## config.mk

```make
export PLATFORM = sky130hd
export DESIGN_NAME = pmod_acl2_spi_responder
export DESIGN_NICKNAME = d
export VERILOG_FILES = /design/src/rtl/pmod_acl2_spi_responder.sv
export SDC_FILE = /design/constraint.sdc
export NUM_CORES = 1
export LEC_CHECK = 0
export CAP_MARGIN = 20
export CORE_MARGIN = 10
export CORE_UTILIZATION = 65
export DETAILED_ROUTE_END_ITERATION = 12
export PLACE_DENSITY = 0.86
export SYNTH_ARGS = -nofsm -noshare
export SYNTH_HDL_FRONTEND = slang
export SYNTH_SLANG_ARGS = --single-unit
export TNS_END_PERCENT = 20
```

## constraint.sdc

```tcl
create_clock -name i_clk_20mhz -period 4.3 [get_ports i_clk_20mhz]
set_input_delay 0.86 -clock i_clk_20mhz [delete_from_list [all_inputs] [get_ports i_clk_20mhz]]
set_output_delay 0.86 -clock i_clk_20mhz [all_outputs]
set_load 0.01 [all_outputs]
```

## src/rtl/pmod_acl2_spi_responder.sv

```systemverilog
// SPI responder that emulates a Pmod ACL2 (ADXL362-style) register file for loopback builds.
// SCK/CSn/COPI are oversampled in the system clock domain.
module pmod_acl2_spi_responder #(
  parameter logic [7:0] parm_devid_ad  = 8'hAD,
  parameter logic [7:0] parm_devid_mst = 8'h1D,
  parameter logic [7:0] parm_partid    = 8'hF2,
  parameter logic [7:0] parm_revid     = 8'h01
) (
  input  logic        i_clk_20mhz,
  input  logic        i_rstn_20mhz,
  input  logic        i_sck,
  input  logic        i_csn,
  input  logic        i_copi,
  output logic        o_cipo,
  output logic        o_cipo_oe,
  input  logic        i_sample_valid,
  input  logic [47:0] i_sample_xyz,
  output logic        o_wr_valid,
  output logic [5:0]  o_wr_addr,
  output logic [7:0]  o_wr_data,
  output logic        o_busy
);

  typedef enum logic [1:0] {ST_IDLE = 2'd0, ST_CMD = 2'd1, ST_ADDR = 2'd2, ST_DATA = 2'd3} state_t;

  localparam logic [7:0] CMD_WR = 8'h0A;
  localparam logic [7:0] CMD_RD = 8'h0B;

  function automatic logic is_writable(input logic [5:0] a);
    if (a < 6'h04) begin
      is_writable = 1'b0;
    end else if (a == 6'h0B) begin
      is_writable = 1'b0;
    end else if ((a >= 6'h0E) && (a <= 6'h13)) begin
      is_writable = 1'b0;
    end else begin
      is_writable = 1'b1;
    end
  endfunction

  logic [1:0]  sck_sync_r, csn_sync_r, copi_sync_r, rst_vld_r;
  logic        sck_d_r, busy_r, armed_r;
  state_t      state_r, state_nxt_s;
  logic [2:0]  bit_cnt_r;
  logic [6:0]  rx_r;
  logic [7:0]  cmd_r, shift_r, rd_data_s, rx_byte_s;
  logic [5:0]  addr_r;
  logic        load_pend_r, pend_valid_r;
  logic [47:0] pend_r, commit_data_s;
  logic [7:0]  reg_r [0:63];
  logic        sck_rise_s, sck_fall_s, csn_fall_s, csn_rise_s, byte_done_s;
  logic        addr_done_s, data_done_s, wr_fire_s, rd_mode_s, rd_clear_s, commit_s;

  // Synchronizers, edge history and post-reset arming (a CSn already low at release is ignored)
  always_ff @(posedge i_clk_20mhz or negedge i_rstn_20mhz) begin
    if (!i_rstn_20mhz) begin
      sck_sync_r  <= 2'b00;
      csn_sync_r  <= 2'b11;
      copi_sync_r <= 2'b00;
      rst_vld_r   <= 2'b00;
      sck_d_r     <= 1'b0;
      busy_r      <= 1'b0;
      armed_r     <= 1'b0;
    end else begin
      sck_sync_r  <= {sck_sync_r[0], i_sck};
      csn_sync_r  <= {csn_sync_r[0], i_csn};
      copi_sync_r <= {copi_sync_r[0], i_copi};
      rst_vld_r   <= {rst_vld_r[0], 1'b1};
      sck_d_r     <= sck_sync_r[1];
      busy_r      <= ~csn_sync_r[1];
      armed_r     <= armed_r | (rst_vld_r[1] & csn_sync_r[1]);
    end
  end

  assign sck_rise_s  = sck_sync_r[1] & ~sck_d_r;
  assign sck_fall_s  = ~sck_sync_r[1] & sck_d_r;
  assign csn_fall_s  = ~busy_r & ~csn_sync_r[1] & armed_r;
  assign csn_rise_s  = busy_r & csn_sync_r[1];
  assign byte_done_s = sck_rise_s & (bit_cnt_r == 3'd7);
  assign rx_byte_s   = {rx_r, copi_sync_r[1]};
  assign rd_data_s   = reg_r[addr_r];
  assign o_busy      = busy_r;

  // FSM state register
  always_ff @(posedge i_clk_20mhz or negedge i_rstn_20mhz) begin
    if (!i_rstn_20mhz) begin
      state_r <= ST_IDLE;
    end else begin
      state_r <= state_nxt_s;
    end
  end

  // FSM next-state logic
  always_comb begin
    state_nxt_s = state_r;
    if (csn_rise_s) begin
      state_nxt_s = ST_IDLE;
    end else begin
      case (state_r)
        ST_IDLE: if (csn_fall_s)  state_nxt_s = ST_CMD;  else state_nxt_s = ST_IDLE;
        ST_CMD:  if (byte_done_s) state_nxt_s = ST_ADDR; else state_nxt_s = ST_CMD;
        ST_ADDR: if (byte_done_s) state_nxt_s = ST_DATA; else state_nxt_s = ST_ADDR;
        ST_DATA: state_nxt_s = ST_DATA;
        default: state_nxt_s = ST_IDLE;
      endcase
    end
  end

  // FSM output decode
  always_comb begin
    addr_done_s = 1'b0;
    data_done_s = 1'b0;
    rd_mode_s   = (cmd_r == CMD_RD);
    case (state_r)
      ST_ADDR: addr_done_s = byte_done_s;
      ST_DATA: data_done_s = byte_done_s;
      default: begin
        addr_done_s = 1'b0;
        data_done_s = 1'b0;
      end
    endcase
    wr_fire_s  = data_done_s & (cmd_r == CMD_WR) & is_writable(addr_r);
    rd_clear_s = sck_fall_s & load_pend_r & (addr_r == 6'h0E);
  end

  // Bit counter, receive shifter, command/address capture and CIPO shifter
  always_ff @(posedge i_clk_20mhz or negedge i_rstn_20mhz) begin
    if (!i_rstn_20mhz) begin
      bit_cnt_r   <= 3'd0;
      rx_r        <= 7'd0;
      cmd_r       <= 8'h00;
      addr_r      <= 6'h00;
      load_pend_r <= 1'b0;
      shift_r     <= 8'h00;
      o_cipo      <= 1'b0;
    end else begin
      if (csn_fall_s) begin
        bit_cnt_r <= 3'd0;
      end else if (sck_rise_s && (state_r != ST_IDLE)) begin
        bit_cnt_r <= bit_cnt_r + 3'd1;
        rx_r      <= rx_byte_s[6:0];
      end
      if ((state_r == ST_CMD) && byte_done_s) begin
        cmd_r <= rx_byte_s;
      end
      if (addr_done_s) begin
        addr_r <= rx_byte_s[5:0];
      end else if (data_done_s) begin
        addr_r <= addr_r + 6'd1;
      end
      if (state_r == ST_IDLE) begin
        load_pend_r <= 1'b0;
      end else if ((addr_done_s || data_done_s) && rd_mode_s) begin
        load_pend_r <= 1'b1;
      end else if (sck_fall_s) begin
        load_pend_r <= 1'b0;
      end
      if (state_r == ST_IDLE) begin
        o_cipo  <= 1'b0;
        shift_r <= 8'h00;
      end else if (sck_fall_s && load_pend_r) begin
        o_cipo  <= rd_data_s[7];
        shift_r <= {rd_data_s[6:0], 1'b0};
      end else if (sck_fall_s && (state_r == ST_DATA) && rd_mode_s) begin
        o_cipo  <= shift_r[7];
        shift_r <= {shift_r[6:0], 1'b0};
      end
    end
  end

  // Sample commit selection: a strobe at the CSn-rise cycle is newer than the pending copy
  always_comb begin
    commit_s      = 1'b0;
    commit_data_s = i_sample_xyz;
    if (csn_rise_s) begin
      if (i_sample_valid) begin
        commit_s = 1'b1;
      end else if (pend_valid_r) begin
        commit_s      = 1'b1;
        commit_data_s = pend_r;
      end else begin
        commit_s = 1'b0;
      end
    end else if (i_sample_valid && !busy_r) begin
      commit_s = 1'b1;
    end else begin
      commit_s = 1'b0;
    end
  end

  // Pending sample buffer held while a transaction is in progress
  always_ff @(posedge i_clk_20mhz or negedge i_rstn_20mhz) begin
    if (!i_rstn_20mhz) begin
      pend_valid_r <= 1'b0;
      pend_r       <= 48'h0;
    end else if (csn_rise_s) begin
      pend_valid_r <= 1'b0;
    end else if (i_sample_valid && busy_r) begin
      pend_valid_r <= 1'b1;
      pend_r       <= i_sample_xyz;
    end
  end

  // Register file: SPI writes, sample commits and DATA_READY management
  always_ff @(posedge i_clk_20mhz or negedge i_rstn_20mhz) begin
    if (!i_rstn_20mhz) begin
      for (int i = 0; i < 64; i++) begin
        reg_r[i[5:0]] <= 8'h00;
      end
      reg_r[6'h00] <= parm_devid_ad;
      reg_r[6'h01] <= parm_devid_mst;
      reg_r[6'h02] <= parm_partid;
      reg_r[6'h03] <= parm_revid;
    end else begin
      if (wr_fire_s) begin
        reg_r[addr_r] <= rx_byte_s;
      end
      if (commit_s) begin
        reg_r[6'h0E]    <= commit_data_s[7:0];
        reg_r[6'h0F]    <= commit_data_s[15:8];
        reg_r[6'h10]    <= commit_data_s[23:16];
        reg_r[6'h11]    <= commit_data_s[31:24];
        reg_r[6'h12]    <= commit_data_s[39:32];
        reg_r[6'h13]    <= commit_data_s[47:40];
        reg_r[6'h0B][0] <= 1'b1;
      end else if (rd_clear_s) begin
        reg_r[6'h0B][0] <= 1'b0;
      end
    end
  end

  // Registered write-report and output-enable outputs
  always_ff @(posedge i_clk_20mhz or negedge i_rstn_20mhz) begin
    if (!i_rstn_20mhz) begin
      o_wr_valid <= 1'b0;
      o_wr_addr  <= 6'h00;
      o_wr_data  <= 8'h00;
      o_cipo_oe  <= 1'b0;
    end else begin
      o_wr_valid <= wr_fire_s;
      o_cipo_oe  <= ~csn_sync_r[1];
      if (wr_fire_s) begin
        o_wr_addr <= addr_r;
        o_wr_data <= rx_byte_s;
      end
    end
  end

endmodule

```

# [After elaboration in Yosys (flattened, before gate mapping)]
# Cells that the tools add are included.
[word_totals] register_bits=623 out_inout_bits=18 in_bits=54
[classes] n_lt_le_gt_ge=5 n_eq_ne=8 bitwise_logic=19 n_reduce_logical=23 n_addsub=2 mux=42
[ops] cell="$bwmux W512" n=1
[ops] cell="$mux W417" n=1
[ops] cell="$mux W48" n=4
[ops] cell="$bmux W8 S6" n=1
[ops] cell="$demux W8 S6" n=1
[ops] cell="$mux W8" n=6
[ops] cell="$mux W1" n=21
[ops] cell="$eq A8 B4 Y1 const B" n=2
[ops] cell="$eq A6 B4 Y1 const B" n=2
[ops] cell="$mux W6" n=2
[ops] cell="$and A1 B1 Y1" n=11
[ops] cell="$logic_and A1 B1 Y1" n=10
[ops] cell="$reduce_bool A2 Y1" n=5
[ops] cell="$reduce_bool A3 Y1" n=3
[ops] cell="$pmux W2 S4" n=1
[ops] cell="$ge A7 B7 Y1 const B" n=1
[ops] cell="$lt A7 B1 Y1 const B" n=1
[ops] cell="$not A6 Y7" n=1
[ops] cell="$add A6 B1 Y6 const B" n=1
[ops] cell="$ge A6 B4 Y1 const B" n=1
[ops] cell="$le A6 B5 Y1 const B" n=1
[ops] cell="$lt A6 B3 Y1 const B" n=1
[ops] cell="$mux W3" n=2
[ops] cell="$not A1 Y1" n=6
[ops] cell="10 further kinds" n=13

# [Logic depth before layout (Yosys ltp)]
[logic_depth] ltp_word=9 ltp_mapped=10

# [Worst setup path after synthesis]
# No wires, ideal clock.
[synth_path] path_kind="flip-flop to flip-flop" startpoint="register addr_r[0]" endpoint="register reg_r[112] (netlist name)" setup_slack_ns=1.905 setup_time_ns=0.125 period_less_slack_ns=2.395 t_arrival_ns=2.270 n_path_buf=4 path_stages_with_launch=8 path_cell_list="dfrtp_1 -> buf_4 -> buf_2 -> buf_4 -> buf_2 -> nand2_1 -> nor3_2 -> mux2_2"
[synth_between] elab_chain_cells=6 elab_cells_between_ends=16 cone_classes="order compare: 5; eq/ne: 1; mux: 6; bitwise: 2; reduce/logical: 2"
[synth_rtl] item="start, declared" line_no="47" text="logic [5:0] addr_r;"
[synth_rtl] item="start signal, assigned" line_no="147" text="addr_r <= rx_byte_s[5:0];"
[synth_rtl] item="start signal, assigned" line_no="149" text="addr_r <= addr_r + 6'd1;"
[synth_rtl] item="$not A6 Y7 (implied by the code), or another cell as far along" line_no="216" text="reg_r[addr_r] <= rx_byte_s;"
[synth_rtl] item="$ge A7 B7 Y1 (implied by the code), or another cell as far along" line_no="216"
[synth_rtl] item="$logic_and A1 B1 Y1 (implied by the code) / $mux W1 (equally long branches)" line_no="216, 34"
[synth_rtl] item="$mux W8 (implied by the code) / $mux W1 (equally long branches)" line_no="216, 32"
[synth_rtl] item="$demux W8 S6 / $mux W1 (equally long branches)" line_no="216, 30"
[synth_rtl] item="$bwmux W512 / $and A1 B1 Y1 (equally long branches)" line_no="216, 122"
[synth_rtl] item="end signal, assigned by index" line_no="216"
[synth_rtl] item="end signal, assigned by index" line_no="219" text="reg_r[6'h0E] <= commit_data_s[7:0];"
[synth_rtl] item="end signal, assigned by index" line_no="220" text="reg_r[6'h0F] <= commit_data_s[15:8];"
[synth_rtl] item="end, declared" line_no="50" text="logic [7:0] reg_r [0:63];"
# Several ways; a longest one is shown, not always the timed one.
# A chain may end at the register's enable or synchronous reset.

# [Worst setup path in the final report]
[layout_path] startpoint="register addr_r[0]" endpoint="register reg_r[266] (netlist name)"
# The elaborated chain is that of the path after synthesis.

==> summary.md <==
| Metric | Value |
|---|---|
| Setup_tns | `0 ps` |
| Chip height | `229.5 um` |
| Max-Cap Viols | `0` |
| CTS sink cnt | `622` |
| # IOs | `72` |
| Sequential area share after synthesis | `54.62%` |
| Fmax | `284.9 MHz` |
| CTS Root Cell | `clkbuf_16` |
| Layout Area Growth over Synthesis | `12.32%` |
| Fin nets | `2168` |
| WL final | `75060 um` |
| Total congestion overflow | `0` |
| EDFF count, synth | `0` |
| Drt drc | `0` |
| Initial Utilization | `65.95%` |
| Initial antenna violation count | `0` |
| Post-synth cell types | `64` |
| Fin crit period | `3510 ps` |
| DP HPWL | `46920 um` |
| Flops & latches, synth | `622` |
| PnR Total Power | `12870 uW` |
| Core Box Area | `43270 um2` |
| Period utilization | `81.62%` |
| Mapped Area | `28530 um2` |
| Total Routing Usage GR | `28.41%` |
| # rows | `76` |
| Max transition margin | `34.92%` |
| RSZ-0062 raised after global routing | `false` |
| Cts repair resizes | `0` |
| Critical Path AT | `4030 ps` |
| Setup-failing EPs final | `0` |
| Leak pwr | `0.01468 uW` |
| Largest net degree at the start of global routing | `109` |
| Power Dens Cells | `401.5 nW/um2` |
| R2R setup slack | `790 ps` |
| R2r worst-path depth | `8` |
| Worst Setup Start Kind | `register` |
| Starting DRC count in detailed routing | `2130` |
| Die area | `52680 um2` |
| Via/cell ratio | `6.833` |
| Least-Margin Pin Slew | `971.0 ps` |
| Asr flop ratio synth | `100.0%` |
| Vias in the first global route | `19770` |
| Clk slew on worst S/H paths | `70 ps` |
| Crit-path max FO | `42` |
| CTS Hold Bufs | `0` |
| Synth warn | `0` |
| H-tree levels | `2` |
| First-pass GRT wire length | `117200 um` |
| Peak supply drop | `409.2 uV` |
| Global placement routability congestion | `0.9306` |
| CTS tree | `built` |
| Pins over their slew limit | `0` |
| Share of cells above drive strength 1 | `38.74%` |
| Final hold viol count | `0` |
| WP data required | `4820 ps` |
| Routed length per placed instance | `27.31 um` |
| Setup bufs post-CTS | `0` |
| Synth Instances | `2097` |
| Mean Syn Cell Area | `13.61 um2` |
| IO buf count | `71` |
| Worst skew pair latency | `650 ps` |
| Worst Path Class, Setup | `register to register` |
| Antenna Nets Post-Route | `0` |
| Via count | `18780` |
| Clk buf depth | `3` |
| Worst min-delay path class | `input pin to async pin` |
| Die W | `229.5 um` |
| Endpoint class of the critical path | `register` |
| TritonRoute pass-1 iters | `8` |
| Most used flip-flop cell after synthesis | `dfrtp_1` |
| Status | `finished, final reports clean` |
| Total CTS buffers | `61` |
| Clock skew | `12.25 ps` |
| Syn Nets | `2154` |
-- synthesized netlist by cell type, drive strengths merged (9+ instances only) --
master	number	area, um2
o21ai	31	155.1
nand3	15	75.07
o211ai	13	97.59
buf	65	322.8
mux2	529	5957
clkbuf	134	503.0
nand2	49	183.9
dfstp	17	446.7
mux2i	127	1271
a21oi	98	490.5
nor2	87	326.6
mux4	49	1104
nor4	21	422.9
a221o	9	90.09
nor2b	14	87.58
a22oi	30	225.2
nor3	38	355.3
a221oi	34	297.8
o22ai	22	137.6
dfrtp	605	15140
a22o	10	87.58
-- layer usage --
metal	part of all wire, %	routed length [um]	track usage, %	up-vias
li1	-	-	-	7747
met1	39	29230	36.52	9768
met2	47	35200	44.85	1013
met3	9.1	6861	6.391	255
met4	5.0	3777	14.36	0
met5	0	0	0	-
-- cells by family after synthesis --
group | count (synthesis) | share of synthesized area [%]
AO/OA/AOI/OAI | 298 | 7.007
XOR/XNOR | 1 | 0.03070
adder cells (fa/ha/maj) | 3 | 0.1316
buffers and inverters | 205 | 2.973
flip-flops | 622 | 54.62
multiplexers | 705 | 29.20
other | 1 | 0.01314
AND/OR/NAND/NOR | 262 | 6.025
-- sequential cells by signal (all words and copies together) (netlist names), 2 cells and up --
signal / flops
o_wr_data: 8
rst_vld_r: 2
addr_r: 6
csn_sync_r: 2
cmd_r: 8
reg_r: 512
shift_r: 7
o_wr_addr: 6
sck_sync_r: 2
pend_r: 48
bit_cnt_r: 3
state_r: 2
rx_r: 7
copi_sync_r: 2
-- path summary, 6_finish.rpt --
path	start	to
max	addr_r[0]$_DFFE_PN0P_	reg_r[266]$_DFFE_PN0P_
min	i_rstn_20mhz	reg_r[468]$_DFFE_PN0P_
max reg2reg	addr_r[0]$_DFFE_PN0P_	reg_r[266]$_DFFE_PN0P_
min reg2reg	copi_sync_r[0]$_DFF_PN0_	copi_sync_r[1]$_DFF_PN0_
max in group asynchronous	i_rstn_20mhz	copi_sync_r[1]$_DFF_PN0_
min in group i_clk_20mhz	copi_sync_r[0]$_DFF_PN0_	copi_sync_r[1]$_DFF_PN0_
-- layout make-up --
type                    count  area (um2)
clock inverters            17       191.4
clock buffers              98        1907
multi-input cells        1270       12130
fillers                  2591       11220
diodes                      1       2.502
well taps                 585       732.0
inverters                   6       22.52
repair buffers            150        1459
flip-flops and latches    622       15610
-- where the power goes --
part           internal [uW]  switching [uW]
clock                   3210            2320
sequential              6050             279
combinational            328             684
-- cell usage in the layout (no fill, tap or decap), drive strengths merged, types with 49 or more instances in the layout --
| cell | n |
|---|---|
| dfrtp | 605 |
| mux2 | 529 |
| mux2i | 127 |
| a21oi | 98 |
| clkbuf | 98 |
| nor2 | 87 |
| buf | 80 |
| clkdlybuf4s50 | 70 |
| nand2 | 49 |
| mux4 | 49 |
-- worst max-delay path, stage by stage, from the launching register on --
cell     delay [ps]
dfrtp_4         780
ha_1            380
inv_1            80
o21ai_0          70
a22oi_1         390
o21ai_4          90
buf_4           340
nor3_2          820
mux2_2          420
-- stage by stage --
stage                     std cells  setup slack [ps]  instance area, um2  util [%]  hold slack, ps
after detailed placement       2630             839.8               29890     69.08           344.0
after global placement         2629             831.6               29880     69.06           332.4
after floorplan                2097              1905               28530         -           331.2
after CTS                      2745             818.9               31990     73.93           346.6
final                          2749             790.3               32050     74.07           269.4
after global routing           2748             604.7               32050     74.07           361.4
Note: power is estimated with default switching activity, not from simulation.
